## src/rtl/pipe_stage_skid.sv

```systemverilog
// Valid/ready pipeline stage with a one-entry skid buffer.
// Registered in_ready and out_data, flush to NOP, saturating stall counter.
//
// Ports:
//   clk, rst_n           : clock, synchronous active-low reset
//   in_valid/in_ready    : upstream handshake, in_data payload
//   flush                : discard held beats and the incoming beat
//   out_valid/out_ready  : downstream handshake, out_data payload
//   stall_cnt            : cycles with out_valid & !out_ready
module pipe_stage_skid #(
    parameter int DATA_W = 48,
    parameter int INSTR_W = 16,
    parameter logic [INSTR_W-1:0] NOP_VAL = '0,
    parameter int CNT_W = 16
) (
    input  logic              clk,
    input  logic              rst_n,
    input  logic              in_valid,
    output logic              in_ready,
    input  logic [DATA_W-1:0] in_data,
    input  logic              flush,
    output logic              out_valid,
    input  logic              out_ready,
    output logic [DATA_W-1:0] out_data,
    output logic [CNT_W-1:0]  stall_cnt
);

    localparam int META_W = DATA_W - INSTR_W;
    localparam logic [CNT_W-1:0] CNT_MAX = '1;

    logic              main_valid;
    logic              skid_valid;
    logic [DATA_W-1:0] main_data;
    logic [DATA_W-1:0] skid_data;
    logic              in_fire;
    logic              out_fire;
    logic              stall;

    // in_ready comes straight from the skid valid flop, so there
    // is no combinational path from out_ready back to in_ready.
    assign in_ready  = ~skid_valid;
    assign out_valid = main_valid;
    assign out_data  = main_data;

    assign in_fire  = in_valid & ~skid_valid;
    assign out_fire = main_valid & out_ready;
    assign stall    = main_valid & ~out_ready;

    always_ff @(posedge clk) begin
        if (!rst_n) begin
            main_valid <= 1'b0;
            skid_valid <= 1'b0;
            main_data  <= {{META_W{1'b0}}, NOP_VAL};
            skid_data  <= '0;
            stall_cnt  <= '0;
        end else if (flush) begin
            main_valid <= 1'b0;
            skid_valid <= 1'b0;
            main_data[INSTR_W-1:0] <= NOP_VAL;
            // Meta follows the beat being killed so sideband state
            // (e.g. PC) stays visible alongside the bubble.
            if (in_valid) begin
                main_data[DATA_W-1:INSTR_W] <= in_data[DATA_W-1:INSTR_W];
            end
        end else begin
            if (stall && stall_cnt != CNT_MAX) begin
                stall_cnt <= stall_cnt + 1'b1;
            end
            if (skid_valid) begin
                // Skid refills main as the main beat drains.
                if (out_fire) begin
                    main_data  <= skid_data;
                    skid_valid <= 1'b0;
                end
            end else if (!main_valid || out_ready) begin
                if (in_fire) begin
                    main_data  <= in_data;
                    main_valid <= 1'b1;
                end else if (out_fire) begin
                    main_valid <= 1'b0;
                end
            end else if (in_fire) begin
                skid_data  <= in_data;
                skid_valid <= 1'b1;
            end
        end
    end

endmodule

```

## config.mk

```make
export PLATFORM = sky130hd
export DESIGN_NAME = pipe_stage_skid
export DESIGN_NICKNAME = d
export VERILOG_FILES = /design/src/rtl/pipe_stage_skid.sv
export SDC_FILE = /design/constraint.sdc
export NUM_CORES = 1
export LEC_CHECK = 0
export CAP_MARGIN = 20
export CORE_ASPECT_RATIO = 1.1
export CORE_UTILIZATION = 50
export DETAILED_ROUTE_END_ITERATION = 8
export GPL_TIMING_DRIVEN = 0
export MAX_ROUTING_LAYER = met4
export PLACE_DENSITY = 0.81
export SYNTH_ARGS = -nofsm -noshare
export SYNTH_HDL_FRONTEND = slang
export SYNTH_SLANG_ARGS = --single-unit
```

## constraint.sdc

```tcl
create_clock -name clk -period 5.65 [get_ports clk]
set_clock_uncertainty 0.15 [all_clocks]
set_input_delay 0.8475 -clock clk [delete_from_list [all_inputs] [get_ports clk]]
set_output_delay 0.8475 -clock clk [all_outputs]
set_load 0.02 [all_outputs]
```

# == Word level (Yosys, flattened, before mapping) ==
# Index checks and enable logic that the tools add are counted.
# Widths: inputs -> output; s select.
# totals
output_inout_bits,66
in_bits,53
wordCells,45
regBits,114
# op_classes
n_addsub,1
n_eq_ne,4
mux,12
n_reduce_logical,14
bitwise_logic,8
# ops
op,count
$mux 48,5
$mux 32,1
$add 16x1->16 const B,1
$ne 16x16->1 const B,1
$reduce_and 4->1,2
$mux 1,6
$reduce_and 3->1,2
$reduce_bool 2->1,3
$reduce_bool 3->1,2
$not 1->1,5
$and 1x1->1,3
$ne 3x2->1 const B,1
$ne 2x1->1 const B,1
$ne 2x2->1 const B,1
$reduce_and 2->1,1
$reduce_or 2->1,1
$logic_and 1x1->1,1
$logic_not 1->1,1
$logic_or 1x1->1,1

# == Longest topological paths before layout ==
# Gate-level depths: netlist of the first run.
# depth
depth_word,6
mapped_depth,8
depth_no_buf,5

# == Worst setup path after synthesis of the first run ==
# Ideal clock, no wire load.
# synth_timing
kind,input port to flip-flop
start,input port flush
end,"register main_data[16], in the netlist out_data[16]"
arrival_ps,2038
stages,8
setup_ps,138
slack_ps,3324
cell_sequence,nand2b_1 clkbuf_1 nand2b_1 clkbuf_1 and2_1 clkbuf_1 clkbuf_1 a211oi_1
# synth_via
elab_chain_cells,2
elab_cells_between_ends,6
# synth_rtl
element,line_no,rtl
"start, declared",21,"input logic flush,"
"$ne 3x2->1 (no line), or another cell as far along",n/a,
$reduce_and 4->1 (no line),n/a,
"end signal, assigned",53,"main_data <= {{META_W{1'b0}}, NOP_VAL};"
"end signal, assigned by index",63,main_data[DATA_W-1:INSTR_W] <= in_data[DATA_W-1:INSTR_W];
"end signal, assigned",72,main_data <= skid_data;
"end, declared",33,logic [DATA_W-1:0] main_data;
# Parallel ways exist; a longest one is shown, timed or not.
# A chain may end at the register's enable or synchronous reset.

# == Worst setup path after layout of the first run ==
# layout_timing
start,register skid_valid
end,output port in_ready
# layout_via
elab_chain_cells,1
# layout_rtl
element,line_no,rtl
"start, declared",32,logic skid_valid;
"start signal, assigned",52,skid_valid <= 1'b0;
"start signal, assigned",58,skid_valid <= 1'b0;
"start signal, assigned",73,skid_valid <= 1'b0;
$not 1->1 (no line),n/a,
"end, declared",19,"output logic in_ready,"
# Every way passes these cells.

==> metrics.cfg, run 1 <==
[place]
dp_cells=780
dp_hpwl_um=8860
io_buffers=118
gp_congestion=0.833

[clock_tree]
postCtsSetupBuffers=0
cts_resized=0
hold_buffers=0
numClockSinks=114
clk_latency_ns=0.50
cts_tree=built
path_clk_slew_ns=0.05
cts-root-buf=clkbuf_8
cts_max_path_buffers=2
numCtsBuffers=17
htreeDepth=4

[logic_synthesis]
synth_edf_count=0
synth_area_um2=4740
ys_types=32
postSynthAreaPerCell_um2=8.65
synth-main-ff-cell=dfxtp_1
synth_async_sr_flop_share=0
yosys_warnings=0
ys_ff_latch=114
ys_seq_area_frac=0.482
synth_nets=602
syn_inst=548

[setup_path]
critPathRequiredTime_ns=4.65
worst_setup_path_start_kind=flip-flop
crit_path_end_kind=output port
worst_ep_arrival_time_ns=1.84
cp_max_fo=10
crit_type=flip-flop to output port

[routing]
viasPerCell=5.53
routedWlPerCell_um=15.2
drt-initial-drc-count=258
route.detailed.drc=0
vias=4491
first_pass_iters=5
postRouteAntennaNets=0
routed_wl_um=12400

[grt]
grt.busiest_layer=met2
met2_usage=0.450
grt_first_pass_wirelength_um=20600
grt_usage=0.272
antenna_found_initial=0
grt_start_max_net_pins=17
grt_overflow=0
grt_pass1_vias=4373
grtUsageMet3=0.0577
met1_usage=0.326

[floorplan]
rows=36
ioPinCount=119
die_h_um=104
initial_utilization=0.526
die_x_um=94.8
core_area_um2=9010
die_area_um2=9870

[min_path]
hp-class=flip-flop to flip-flop

[timing]
tightest_slew_ns=1.04
timing.final.hold_violations=0
setup_viol=0
period_minus_slack_ns=2.84
period_share=0.502
slew_headroom=0.299
fmax_ghz=0.352
finalSetupTns_ns=0
final_max_slew_viol_count=0
rsz0062_at_grt=no

[cells_and_area]
fin_util=0.735
drive_gt1_frac=0.0544
num-nets-final=739
syn_to_final_growth_pct=39.8
fin_cells=812
diodes=0

[power]
p_leak_nw=2.44
fin_total_pwr_mw=2.06
p_per_area_nw_per_um2=311
peakVddDrop_v=0.000214

[run_status]
outcome=complete, no violations

[job]
drv_cap=0

[layout make-up]
| class | count | area (µm²) |
|---|---|---|
| buffer | 44 | 171 |
| clock buffer | 22 | 453 |
| clock inverter | 10 | 109 |
| fill | 696 | 2380 |
| inverter | 7 | 26.3 |
| multi-input combinational | 383 | 2260 |
| sequential | 114 | 2280 |
| tap | 114 | 143 |
| timing repair buffer | 118 | 1180 |
[synthesized netlist by cell type (2+ instances only)]
cell	number	share of area
a211oi_1	51	0.081
a21oi_1	93	0.098
and2_1	2	0.0026
buf_1	2	0.0016
buf_2	5	0.0053
clkbuf_1	37	0.029
dfxtp_1	114	0.48
inv_1	7	0.0055
mux2i_1	52	0.11
nand2_1	108	0.086
nand2b_1	7	0.0092
nand3_1	7	0.0074
nand4_1	2	0.0026
nor2_1	19	0.015
nor2b_1	2	0.0026
nor3_1	3	0.0032
nor4_1	3	0.0040
o2111ai_1	2	0.0037
o21ai_0	6	0.0063
o31ai_1	6	0.0095
or3_1	3	0.0040
or4_1	7	0.011
[kinds of logic after synthesis]
group,after synthesis,share of synthesized area
buffers and inverters,51,0.0417
AO/OA/AOI/OAI,162,0.206
flip-flops,114,0.482
multiplexers,52,0.110
adder cells (fa/ha/maj),1,0.00264
AND/OR/NAND/NOR,168,0.158
[final timing paths]
| kind | start | endpoint | slack, ns | depth (start not counted) |
|---|---|---|---|---|
| setup / recovery | skid_valid | in_ready | 2.81 | 3 |
| hold / removal | skid_data[26] | skid_data[26] | 0.30 | 2 |
| setup reg to reg | skid_valid | skid_data[36] | 3.29 | 7 |
| hold reg to reg | skid_data[26] | skid_data[26] | 0.30 | 2 |
[registers in the layout (all words and copies together), names as in the netlist]
name	count
out_data	48
out_valid	1
skid_data	48
skid_valid	1
stall_cnt	16
[routing by layer]
layer  part of all wire  vias up
li1                   -     2220
met1               0.42     2104
met2               0.51      152
met3              0.061       15
met4              0.015        0
met5                  0        -
[stage by stage]
step,instance area (µm²),setup WS [ns],hold WS (ns)
global route,6630,2.71,0.316
detailed placement,6060,2.43,0.296
floorplan,4740,3.32,0.286
CTS,6630,2.80,0.304
finish,6630,2.81,0.301
global placement,6060,2.48,0.291
[placed cells by master (no fill, tap or decap), drive strengths merged]
master / n
bufinv: 2
nor2: 19
a211oi: 51
o41ai: 1
nor2b: 2
clkinvlp: 2
nand4: 3
dfxtp: 114
a21oi: 93
o2111ai: 2
or4: 7
clkinv: 6
o21bai: 1
or3: 3
o21ai: 6
buf: 7
and2: 2
o31ai: 6
mux2i: 52
inv: 7
or3b: 1
nand2: 108
nor3: 3
a2111o: 1
nand3b: 1
nand3: 7
clkdlybuf4s50: 118
nor4: 3
ha: 1
nand2b: 7
and4: 1
o311ai: 1
nor3b: 1
clkbuf: 59
[worst max-delay path: stages (launching register included)]
cell             delay, ns
dfxtp_1               0.37
buf_2                 0.30
inv_1                 0.12
clkdlybuf4s50_1       0.55
[report_power, final]
group / internal (mW) / switching, mW / total [mW]
clock: 0.646 / 0.353 / 0.999
sequential: 0.831 / 0.0158 / 0.847
combinational: 0.103 / 0.110 / 0.213
Power figures use the tool's default switching activity.
==> run 2, diff against run 1 <==
--- a/config.mk
+++ b/config.mk
@@ -7,11 +7,11 @@
 export LEC_CHECK = 0
 export CAP_MARGIN = 20
 export CORE_ASPECT_RATIO = 1.1
-export CORE_UTILIZATION = 50
+export CORE_UTILIZATION = 44
 export DETAILED_ROUTE_END_ITERATION = 8
 export GPL_TIMING_DRIVEN = 0
 export MAX_ROUTING_LAYER = met4
-export PLACE_DENSITY = 0.81
+export PLACE_DENSITY = 0.76
 export SYNTH_ARGS = -nofsm -noshare
 export SYNTH_HDL_FRONTEND = slang
 export SYNTH_SLANG_ARGS = --single-unit
==> constraint.sdc (replaced) <==
create_clock -name clk -period 2.4 [get_ports clk]
set_clock_uncertainty 0.15 [all_clocks]
set_input_delay 0.36 -clock clk [delete_from_list [all_inputs] [get_ports clk]]
set_output_delay 0.36 -clock clk [all_outputs]
set_load 0.02 [all_outputs]
==> run 2 against run 1 <==
Against the previous run: critical endpoint unchanged; core utilization down 9.1 points; largest cell class unchanged; global-route usage down 2.8 points; register-to-register slack worse by 3.1 ns; non-clock buffer count down 1.
==> metrics.cfg, run 2 (synthesized netlist as in run 1, its figures left out) <==
[timing]
tightest_slew_ns=1.03  ; was 1.04 ns
period_share=0.957
timing.final.hold_violations=0  ; unchanged
setup_viol=0  ; unchanged
finalSetupTns_ns=0  ; unchanged
hold_slack_ns=0.303  ; was 0.301 ns
final_max_slew_viol_count=0  ; unchanged
slew_headroom=0.308  ; was 0.299
fmax_ghz=0.435
period_minus_slack_ns=2.30

[clock_tree]
numCtsBuffers=17  ; unchanged
numClockSinks=114  ; unchanged
cts_tree=built  ; unchanged
cts_max_path_buffers=2  ; unchanged
cts-root-buf=clkbuf_16  ; was clkbuf_8
htreeDepth=4  ; unchanged
path_clk_slew_ns=0.05  ; about the same
clk_latency_ns=0.41  ; was 0.50 ns

[floorplan]
die_x_um=101  ; was 94.8 µm
initial_utilization=0.454  ; was 0.526
rows=39  ; was 36
die_h_um=111  ; was 104 µm
core_area_um2=10400  ; was 9010 µm²
ioPinCount=119  ; unchanged
die_area_um2=11200  ; was 9870 µm²

[routing]
postRouteAntennaNets=0  ; unchanged
viasPerCell=5.37  ; was 5.53
drt-initial-drc-count=156  ; was 258
first_pass_iters=5  ; unchanged
routedWlPerCell_um=15.1  ; was 15.2 µm
route.detailed.drc=0  ; unchanged
vias=4508  ; was 4491
routed_wl_um=12700  ; was 12400 µm

[setup_path]
critPathRequiredTime_ns=1.89  ; was 4.65 ns
worst_setup_path_start_kind=flip-flop  ; unchanged
cp_max_fo=10  ; unchanged
worst_ep_arrival_time_ns=1.79  ; was 1.84 ns
crit_path_end_kind=output port  ; unchanged
crit_type=flip-flop to output port  ; unchanged

[grt]
antenna_found_initial=0  ; unchanged
grt_start_max_net_pins=17  ; unchanged
grt_pass1_vias=4446  ; was 4373
grt_overflow=0  ; unchanged
grt_usage=0.244  ; was 0.272
grt_first_pass_wirelength_um=20800  ; was 20600 µm

[job]
drv_cap=0  ; unchanged

[cells_and_area]
num-nets-final=738  ; was 739
fin_cells=840  ; was 812
fillers=901  ; was 696
multi_input_comb_area_um2=2270  ; was 2260 µm²
seqCellArea_um2=2280  ; unchanged
syn_to_final_growth_pct=41.9  ; was 39.8%
final_common_cell=clkdlybuf4s50_1  ; unchanged
diodes=0  ; unchanged
final_cell_mix=clkdlybuf4s50_1, dfxtp_1, nand2_1  ; unchanged
drive_gt1_frac=0.0646  ; was 0.0544

[power]
peakVddDrop_v=0.000504  ; was 0.000214 V
p_per_area_nw_per_um2=756  ; was 311 nW/µm²
p_leak_nw=2.48  ; was 2.44 nW

[place]
gp_congestion=0.816  ; was 0.833
dp_cells=809  ; was 780
dp_hpwl_um=9130  ; was 8860 µm
io_buffers=118  ; unchanged

[run_status]
outcome=complete, no violations  ; unchanged

[min_path]
hp-class=flip-flop to flip-flop  ; unchanged

[run 2: cell count changes in the layout (fill, tap and decap cells not counted), sizes merged]
cell / before / now
bufinv: 2 / 3
clkinvlp: 2 / 3
clkinv: 6 / 3
[run 2: what timing repair did]
| action | in CTS | in global routing |
|---|---|---|
| resized for setup | 0 | 13 |
| hold buffers | 0 | 0 |
| buffers inserted | 0 | 0 |
| setup endpoints to repair | 0 | 51 |
[run 2: path summary, 6_finish.rpt]
| check | from | endpoint | slack (ns) | cells after the start |
|---|---|---|---|---|
| max reg2reg | out_valid | skid_data[35] | 0.22 | 6 |
| min reg2reg | skid_data[41] | skid_data[41] | 0.30 | 2 |
| min | skid_data[41] | skid_data[41] | 0.30 | 2 |
| max | skid_valid | in_ready | 0.10 | 3 |
[run 2: critical path, stage by stage (launching register included)]
cell and delay, ns:
dfxtp_1 0.37, buf_2 0.31, inv_1 0.15, clkdlybuf4s50_1 0.56
[run 2: power breakdown]
group	switching [mW]	internal, mW	leakage, nW
sequential	0.0378	1.96	0.929
clock	0.851	1.74	0.295
combinational	0.259	0.244	1.26
total	1.15	3.94	2.48
[run 2: layer usage]
metal	vias up	part of all wire	GRT usage
li1	2223	-	-
met1	2145	0.42	0.279
met2	113	0.51	0.414
met3	27	0.037	0.0460
met4	0	0.025	0.0995
met5	-	0	-
[run 2: per-stage QoR]
step | cell area [µm²] | power [mW] | setup WS (ns) | utilization
6_report | 6730 | 5.08 | 0.104 | 0.644
5_1_grt | 6730 | 5.24 | -0.00700 | 0.644
4_1_cts | 6720 | 5.10 | 0.0360 | 0.643
3_5_place_dp | 6100 | 2.53 | -0.355 | 0.584
3_3_place_gp | 6100 | 2.52 | -0.306 | 0.584
2_1_floorplan | 4740 | 2.26 | 0.299 | -
[run 2: area by class of cell]
class,count,area share
inverters,7,0.00391
clock buffers,23,0.0726
plain buffers,43,0.0260
repair buffers,118,0.176
well taps,143,0.0266
flip-flops and latches,114,0.339
multi-input cells,383,0.337
clock inverters,9,0.0190
